File: config.mk
export PLATFORM = sky130hd
export DESIGN_NAME = fp_acc_seq
export DESIGN_NICKNAME = d
export VERILOG_FILES = /design/src/rtl/fp_acc_seq.sv
export SDC_FILE = /design/constraint.sdc
export NUM_CORES = 1
export LEC_CHECK = 0
export CAP_MARGIN = 40
export CELL_PAD_IN_SITES_DETAIL_PLACEMENT = 2
export CELL_PAD_IN_SITES_GLOBAL_PLACEMENT = 2
export CORE_UTILIZATION = 37
export CTS_BUF_LIST = sky130_fd_sc_hd__clkbuf_16
export DETAILED_ROUTE_END_ITERATION = 7
export PLACE_DENSITY_LB_ADDON = 0.1
export SYNTH_ARGS = -nofsm -noshare
export SYNTH_HDL_FRONTEND = slang
export SYNTH_SLANG_ARGS = --single-unit
File: constraint.sdc
create_clock -name clk -period 25.8 [get_ports clk]
set_input_delay 3.87 -clock clk [delete_from_list [all_inputs] [get_ports clk]]
set_output_delay 3.87 -clock clk [all_outputs]
set_load 0.05 [all_outputs]
File: src/rtl/fp_acc_seq.sv
// rtl/fp_acc_seq.sv - fp8 sequential accumulator with addr_top adder and IDLE/ACC/DONE control

// fp8 adder {sign[7], exp[6:4], mant[3:0]}, bias 3, exp==0 subnormal.
// Truncates toward zero and saturates to the largest finite magnitude.
module addr_top (
   input  logic [7:0] in_a,
   input  logic [7:0] in_b,
   output logic [7:0] res,
   output logic       zero
);

   logic [7:0] big;
   logic [7:0] sml;
   logic [2:0] big_e;
   logic [2:0] sml_e;
   logic [2:0] diff;
   logic [7:0] big_s;
   logic [7:0] sml_s;
   logic [7:0] sml_sh;
   logic [8:0] r;
   logic [3:0] lz;
   logic       sgn;

   // order operands by magnitude, align the smaller one and add or subtract significands
   always_comb begin
      if (in_a[6:0] >= in_b[6:0]) begin
         big = in_a;
         sml = in_b;
      end else begin
         big = in_b;
         sml = in_a;
      end
      // subnormals share the exponent of the smallest normal
      big_e  = (big[6:4] == 3'd0) ? 3'd1 : big[6:4];
      sml_e  = (sml[6:4] == 3'd0) ? 3'd1 : sml[6:4];
      // significand with hidden bit at [7] and three guard bits below the mantissa
      big_s  = {|big[6:4], big[3:0], 3'b000};
      sml_s  = {|sml[6:4], sml[3:0], 3'b000};
      diff   = big_e - sml_e;
      sml_sh = sml_s >> diff;
      sgn    = big[7];
      if (big[7] ^ sml[7]) begin
         r = {1'b0, big_s} - {1'b0, sml_sh};
      end else begin
         r = {1'b0, big_s} + {1'b0, sml_sh};
      end
   end

   // leading-zero count of the low eight result bits
   always_comb begin
      lz = 4'd8;
      for (int i = 0; i < 8; i++) begin
         if (r[i]) begin
            lz = 4'(7 - i);
         end
      end
   end

   // renormalise: carry-out, normal left shift, or clamp into the subnormal range
   always_comb begin
      res = {sgn, 7'd0};
      if (r == 9'd0) begin
         res = {sgn, 7'd0};
      end else if (r[8]) begin
         if (big_e == 3'd7) begin
            res = {sgn, 7'h7F};
         end else begin
            res = {sgn, big_e + 3'd1, r[7:4]};
         end
      end else if ({1'b0, big_e} > lz) begin
         res = {sgn, big_e - lz[2:0], 4'((r[7:0] << lz) >> 3)};
      end else begin
         res = {sgn, 3'd0, 4'((r[7:0] << (big_e - 3'd1)) >> 3)};
      end
      zero = (res[6:0] == 7'd0);
   end

endmodule

module fp_acc_seq #(
   parameter int LEN_W = 4
) (
   input  logic             clk,
   input  logic             rst_n,
   input  logic             start,
   input  logic [LEN_W-1:0] len,
   input  logic             clr,
   input  logic [7:0]       in_data,
   input  logic             in_valid,
   output logic             in_ready,
   output logic [7:0]       sum,
   output logic             sum_zero,
   output logic             done,
   output logic             busy
);

   typedef enum logic [1:0] {
      S_IDLE = 2'd0,
      S_ACC  = 2'd1,
      S_DONE = 2'd2
   } state_t;

   state_t           state;
   state_t           state_nxt;
   logic [7:0]       acc;
   logic [7:0]       acc_nxt;
   logic [LEN_W-1:0] cnt;
   logic [LEN_W-1:0] cnt_nxt;
   logic [7:0]       add_res;
   logic             add_zero;

   addr_top u_addr (
      .in_a (acc),
      .in_b (in_data),
      .res  (add_res),
      .zero (add_zero)
   );

   // state, accumulator and remaining-operand counter registers
   always_ff @(posedge clk or negedge rst_n) begin
      if (!rst_n) begin
         state <= S_IDLE;
         acc   <= 8'h00;
         cnt   <= '0;
      end else begin
         state <= state_nxt;
         acc   <= acc_nxt;
         cnt   <= cnt_nxt;
      end
   end

   // next-state, datapath update and handshake outputs; clr overrides everything
   always_comb begin
      state_nxt = state;
      acc_nxt   = acc;
      cnt_nxt   = cnt;
      in_ready  = 1'b0;
      done      = 1'b0;
      busy      = (state != S_IDLE);
      case (state)
         S_IDLE: begin
            if (start) begin
               cnt_nxt   = len;
               acc_nxt   = 8'h00;
               state_nxt = (len == '0) ? S_DONE : S_ACC;
            end
         end
         S_ACC: begin
            in_ready = 1'b1;
            if (in_valid) begin
               // a zero sum is stored as +0 so -0 never reaches sum
               acc_nxt = add_zero ? 8'h00 : add_res;
               if (cnt != '0) begin
                  cnt_nxt = cnt - LEN_W'(1);
               end
               if (cnt <= LEN_W'(1)) begin
                  state_nxt = S_DONE;
               end
            end
         end
         S_DONE: begin
            done      = 1'b1;
            state_nxt = S_IDLE;
         end
         default: begin
            state_nxt = S_IDLE;
         end
      endcase
      if (clr) begin
         state_nxt = S_IDLE;
         acc_nxt   = 8'h00;
         cnt_nxt   = '0;
      end
   end

   assign sum      = acc;
   assign sum_zero = (acc[6:0] == 7'd0);

endmodule

==> flow_summary_export.csv, run 1 <==
group,metric,value,unit
outcome,run_status,"finished, final reports clean",
synthesis,synth_warnings,0,
worst_hold_path,worst_hold_path_type,"reg2reg",
sta,rsz0062_at_grt,"false",
routing,post_drt_via_cell_ratio,6.32,
sta,tightest_slew,0.849,ns
synthesis,post_synth_instance_area,0.00316,mm^2
sta,fin_crit,14.37,ns
synthesis,number_of_enable_type_register_cells_in_the_synthesized_netlist,0,
critical_path,worst-r2r-cell-count,39,
clock_tree,clk_pin_slew_worst_paths,0.05,ns
routing,drt_first_iter_violations,106,
sta,slew_headroom,43.0,%
floorplanning,die-height,94.4,um
place,dp.cells,541,
global_routing,grt_antenna_before_repair,0,
critical_path,crit_arrival,14.53,ns
synthesis,synth_top_cells_by_count,"nor2_1, nand2_1, a21oi_1, inv_1, ha_1",
place,place.gp.congestion,0.835,
cells_and_area,final.fill_count,970,
cells_and_area,syn_to_final_growth,14.1,%
synthesis,synth_top_cell_area_share,11.1,%
critical_path,worst_ep_required_time,25.97,ns
floorplanning,io-pin-count,29,
routing,antenna_violating_nets_post_route,0,
global_routing,grt_pass1_wl,20200,um
critical_path,setup.worst_path.class,"in2reg",
sta,timing.setup.tns,0,ns
global_routing,via_count_of_the_first_global_routing_pass,3787,
critical_path,rr_startpoint,"sum[6]",
worst_hold_path,worstHoldEndpoint,"state[0]",
synthesis,netlist_top_cells_area,"dfrtp_1, ha_1, a21oi_1, nor2_1, o21ai_0",
critical_path,end_kind,"flip-flop",
critical_path,startpoint_class_of_the_critical_path,"primary input",
global_routing,gr-usage-all-layers,29.0,%
worst_hold_path,hp-start,"state[1]",
floorplanning,initial_core_utilization,38.3,%
sta,layout_worst_path_cycle_share,55.7,%
run,cap_viol_max_count,0,
routing,final_routed_wire_length_divided_by_cell_count,22.3,um
clock_tree,post_cts_resized,0,
floorplanning,fp.dieArea,0.00891,mm^2
synthesis,yosysMostFrequentCell,"nor2_1",
routing,vias,3442,
floorplanning,core-area,0.00826,mm^2
synthesis,yosysTopAreaCell,"dfrtp_1",
clock_tree,h-tree-depth,1,
sta,finalSetupViolations,0,
critical_path,worst_r2r_endpoint,"sum[7]",
cells_and_area,fin_cells,545,
synthesis,asyncSetResetFlopFracSynth,100,%
clock_tree,postCtsHoldBufs,0,
synthesis,syn-instance-count,420,
sta,hold_violations,0,
clock_tree,insertion_delay,0.24,ns
critical_path,critical_path.max_stage_delay,0.60,ns
clock_tree,cts_buffer_depth,2,
cells_and_area,num_antenna_cells,0,
global_routing,grt_max_degree,31,
cells_and_area,drive_gt1_share,10.9,%
clock_tree,clock-sinks,14,
routing,drt-total-wl,12100,um
synthesis,synth_top_flop_cell,"dfrtp_1",
synthesis,syn-num-nets,468,
critical_path,worst-r2r-setup-slack,15.21,ns
routing,residual_drc,0,
critical_path,critical_path.max_fanout,30,
worst_hold_path,min_path_cells,1,
routing,drt_pass1_iterations,4,
floorplanning,placementRows,33,
cells_and_area,nNetsFinal,489,
sta,worst_clock_skew,0.00102,ns
clock_tree,clock_root_buffer,"clkbuf_16",
sta,holdWs,0.557,ns
global_routing,overflow_after_grt,0,
floorplanning,chipWidth,94.4,um
place,place.port_buffers,28,
synthesis,synth-seq-cells,14,
clock_tree,cts_buffers,3,
synthesis,synth_area_per_cell,7.52,um^2
clock_tree,tritoncts,"built",
clock_tree,postCtsSetupRepairBufs,0,
synthesis,sequential_area_share_after_synthesis,11.1,%
synthesis,ys_types,72,
critical_path,crit_slowest_cell,"clkdlybuf4s50_1",
place,place_hpwl,9450,um
sta,report.final.slew_viol_count,0,
sta,achievable-frequency,69.6,MHz
-- metrics by stage --
stage | worst slack (ns) | util (%) | instance area, um^2
after floorplan | 13.22 | - | 3160
after global placement | 11.65 | 42.7 | 3530
after detailed placement | 11.24 | 42.7 | 3530
after CTS | 11.42 | 43.7 | 3610
after global routing | 10.45 | 43.7 | 3610
final | 11.43 | 43.7 | 3610
-- flip-flops by register name, summed over array words and instances, names as in the netlist --
register  cells
cnt           4
sum           8
state         2
-- critical path, delay by kind of cell --
| kind | cells | cell delay [ns] |
|---|---|---|
| compound gates | 16 | 3.45 |
| fa+ha+maj | 6 | 2.02 |
| simple gates | 9 | 1.93 |
| buf+inv | 7 | 1.67 |
| mux | 2 | 0.96 |
| xor+xnor | 1 | 0.59 |
-- worst max path at each step --
stage / startpoint / to / slack (ns) / cells past startpoint
after detailed placement: in_data[6] / sum[7] / 11.24 / 41
after CTS: in_data[6] / sum[7] / 11.42 / 41
after global routing: in_data[6] / sum[7] / 10.45 / 41
final: in_data[6] / sum[7] / 11.43 / 41
after global placement: in_data[6] / sum[7] / 11.65 / 40
after floorplan: in_data[6] / sum[7] / 13.22 / 39
-- cells in the final DEF, fill, tap and decap left out, types with 7 or more instances in the layout --
cell,Yosys,layout
inv_1,29,29
or3_1,8,8
nand3_1,9,9
a31oi_1,7,7
nand2_1,31,31
dfrtp_1,14,14
mux2_2,9,9
o21ai_0,26,26
or2_2,8,8
a21oi_1,29,28
clkdlybuf4s50_1,0,28
nand2b_1,8,8
mux2i_1,11,11
nor3_1,11,11
o211ai_1,7,7
ha_1,28,28
nor2_1,36,36
nor2b_1,10,10
-- final cells by class --
cell class | instances | area (um^2) | area share [%]
Clock buffer | 3 | 75.1 | 2.08
Clock inverter | 1 | 3.75 | 0.104
Inverter | 31 | 116 | 3.23
Multi-Input combinational cell | 359 | 2620 | 72.6
Sequential cell | 14 | 350 | 9.72
Tap cell | 105 | 131 | 3.64
Timing Repair Buffer | 32 | 310 | 8.61
-- cell families (layout without fill, tap and decap cells) --
logic type | Yosys count | count (layout) | synth area share [%]
buffers and inverters | 47 | 67 | 6.14
flip-flops | 14 | 14 | 11.1
AND/OR/NAND/NOR | 150 | 150 | 25.0
XOR/XNOR | 12 | 12 | 3.84
multiplexers | 23 | 23 | 8.59
adder cells (fa/ha/maj) | 31 | 31 | 13.0
AO/OA/AOI/OAI | 143 | 143 | 32.4
-- routing by layer --
metal	track usage (%)	up-vias	routed length (um)
li1	-	1610	-
met1	37.1	1762	5560
met2	53.7	57	6190
met3	1.45	13	259
met4	5.13	0	142
met5	0	-	0
Power of run 1 is left out: the tool's default activity adds up to more than one toggle a clock period on the data nets, which glitch-free logic cannot reach.
==> run 2: changes to the inputs <==
--- a/config.mk
+++ b/config.mk
@@ -8,7 +8,7 @@
 export CAP_MARGIN = 40
 export CELL_PAD_IN_SITES_DETAIL_PLACEMENT = 2
 export CELL_PAD_IN_SITES_GLOBAL_PLACEMENT = 2
-export CORE_UTILIZATION = 37
+export CORE_UTILIZATION = 35
 export CTS_BUF_LIST = sky130_fd_sc_hd__clkbuf_16
 export DETAILED_ROUTE_END_ITERATION = 7
 export PLACE_DENSITY_LB_ADDON = 0.1
==> constraint.sdc (replaced) <==
create_clock -name clk -period 13.5 [get_ports clk]
set_input_delay 2.025 -clock clk [delete_from_list [all_inputs] [get_ports clk]]
set_output_delay 2.025 -clock clk [all_outputs]
set_load 0.05 [all_outputs]
==> run 2 against run 1 <==
Die area increased by 5.6%; routed wire length decreased by 4.7%; setup slack got worse by 10 ns; clock-buffer cell count unchanged; via count decreased by 2.8%; sequential share of layout area about the same; critical path depth decreased by 1; clock skew about the same; final cell count increased by 0.55%; first-iteration DRC count decreased by 16%; flip-flop and latch count unchanged; critical endpoint unchanged; critical path type unchanged.
==> flow_summary_export.csv, run 2 (synthesis results as in run 1) <==
group,metric,value,unit
cells_and_area,largest_reg_flops,8,
sta,tightest_slew,0.785,ns
sta,achievable-frequency,80.1,MHz
worst_hold_path,worst_hold_path_type,"reg2reg",
place,placed_area,0.00353,mm^2
sta,timing.setup.tns,0,ns
critical_path,setup.worst_path.class,"in2reg",
global_routing,via_count_of_the_first_global_routing_pass,3707,
cells_and_area,final_design_area_no_fill,0.00361,mm^2
clock_tree,cts_buffers,3,
routing,residual_drc,0,
worst_hold_path,min_path_cells,2,
critical_path,crit_arrival,12.65,ns
sta,post-route-worst-setup-slack,1.01,ns
critical_path,startpoint_class_of_the_critical_path,"primary input",
sta,layout_worst_path_cycle_share,92.5,%
cells_and_area,nNetsFinal,489,
global_routing,grt_pass1_wl,19400,um
floorplanning,core-area,0.00872,mm^2
floorplanning,die-height,97.0,um
global_routing,grt_max_degree,31,
global_routing,overflow_after_grt,0,
clock_tree,clock-sinks,14,
floorplanning,fp.dieArea,0.00941,mm^2
routing,vias,3347,
routing,drt_first_iter_violations,89,
routing,antenna_violating_nets_post_route,0,
cells_and_area,syn_to_final_growth,14.3,%
run,cap_viol_max_count,0,
place,place.port_buffers,28,
critical_path,worst-r2r-cell-count,38,
routing,post_drt_via_cell_ratio,6.11,
clock_tree,clk_pin_slew_worst_paths,0.05,ns
cells_and_area,drive_gt1_share,10.9,%
place,place_hpwl,9230,um
routing,final_routed_wire_length_divided_by_cell_count,21.1,um
clock_tree,postCtsHoldBufs,0,
critical_path,worst_ep_required_time,13.67,ns
floorplanning,chipWidth,97.0,um
clock_tree,post_cts_resized,0,
global_routing,grt_antenna_before_repair,0,
global_routing,gr-usage-all-layers,25.2,%
floorplanning,placementRows,34,
floorplanning,io-pin-count,29,
critical_path,critical_path.max_fanout,30,
sta,slew_headroom,47.3,%
clock_tree,tritoncts,"built",
sta,rsz0062_at_grt,"false",
clock_tree,cts_buffer_depth,2,
clock_tree,postCtsSetupRepairBufs,0,
sta,fin_crit,12.49,ns
sta,finalSetupViolations,0,
sta,worst_clock_skew,0.00146,ns
place,place.gp.congestion,0.848,
outcome,run_status,"finished, final reports clean",
routing,drt_pass1_iterations,4,
critical_path,crit_slowest_cell,"clkdlybuf4s50_1",
place,detailedPlace.worstSlack,0.701,ns
cells_and_area,postLayoutCoreUtil,41.4,%
clock_tree,insertion_delay,0.25,ns
cells_and_area,num_antenna_cells,0,
clock_tree,clock_root_buffer,"clkbuf_16",
sta,hold_violations,0,
floorplanning,initial_core_utilization,36.2,%
sta,report.final.slew_viol_count,0,
critical_path,end_kind,"flip-flop",
critical_path,critical_path.max_stage_delay,0.60,ns
cells_and_area,final_common_cell,"nor2_1",
cells_and_area,final_cell_mix,"nor2_1, nand2_1, inv_1",
routing,drt-total-wl,11600,um
clock_tree,h-tree-depth,1,
## run 2: stage by stage
stage                     hold slack (ns)  cells
final                               0.540    548
after global routing                0.556    548
after CTS                           0.536    548
after detailed placement            0.526    544
after global placement              0.520    544
after floorplan                     0.472    420
## run 2: per-layer routing
layer	global-route usage, %	wire (um)
met1	32.5	5360
met2	46.3	5890
met3	1.59	214
met4	4.36	119
met5	0	0
## run 2: worst max-delay path, delay by kind of cell
kind,cells,cell delay [ns]
adders and majority gates,6,2.06
xor gates and xnor gates,1,0.58
muxes,3,1.26
AOI/OAI and AO/OA,15,3.27
and+or+nand+nor,8,1.75
buffers and inverters,7,1.68
## run 2: final cells by class
cell class	instances	area (um^2)
Fill cell	1020	5110
Multi-Input combinational cell	359	2620
Sequential cell	14	350
Timing Repair Buffer	32	310
Tap cell	108	135
Inverter	31	116
Clock buffer	3	75.1
Clock inverter	1	3.75
## run 2: worst paths after layout
check                      slack [ns]       start       end
max                              1.01  in_data[6]    sum[7]
min                              0.54      cnt[3]    cnt[3]
max reg2reg                      2.97      sum[6]    sum[7]
min reg2reg                      0.54      cnt[3]    cnt[3]
max in group asynchronous       10.88       rst_n  state[0]
min in group asynchronous        2.19       rst_n    sum[0]
Power of run 2 is left out for the same reason.
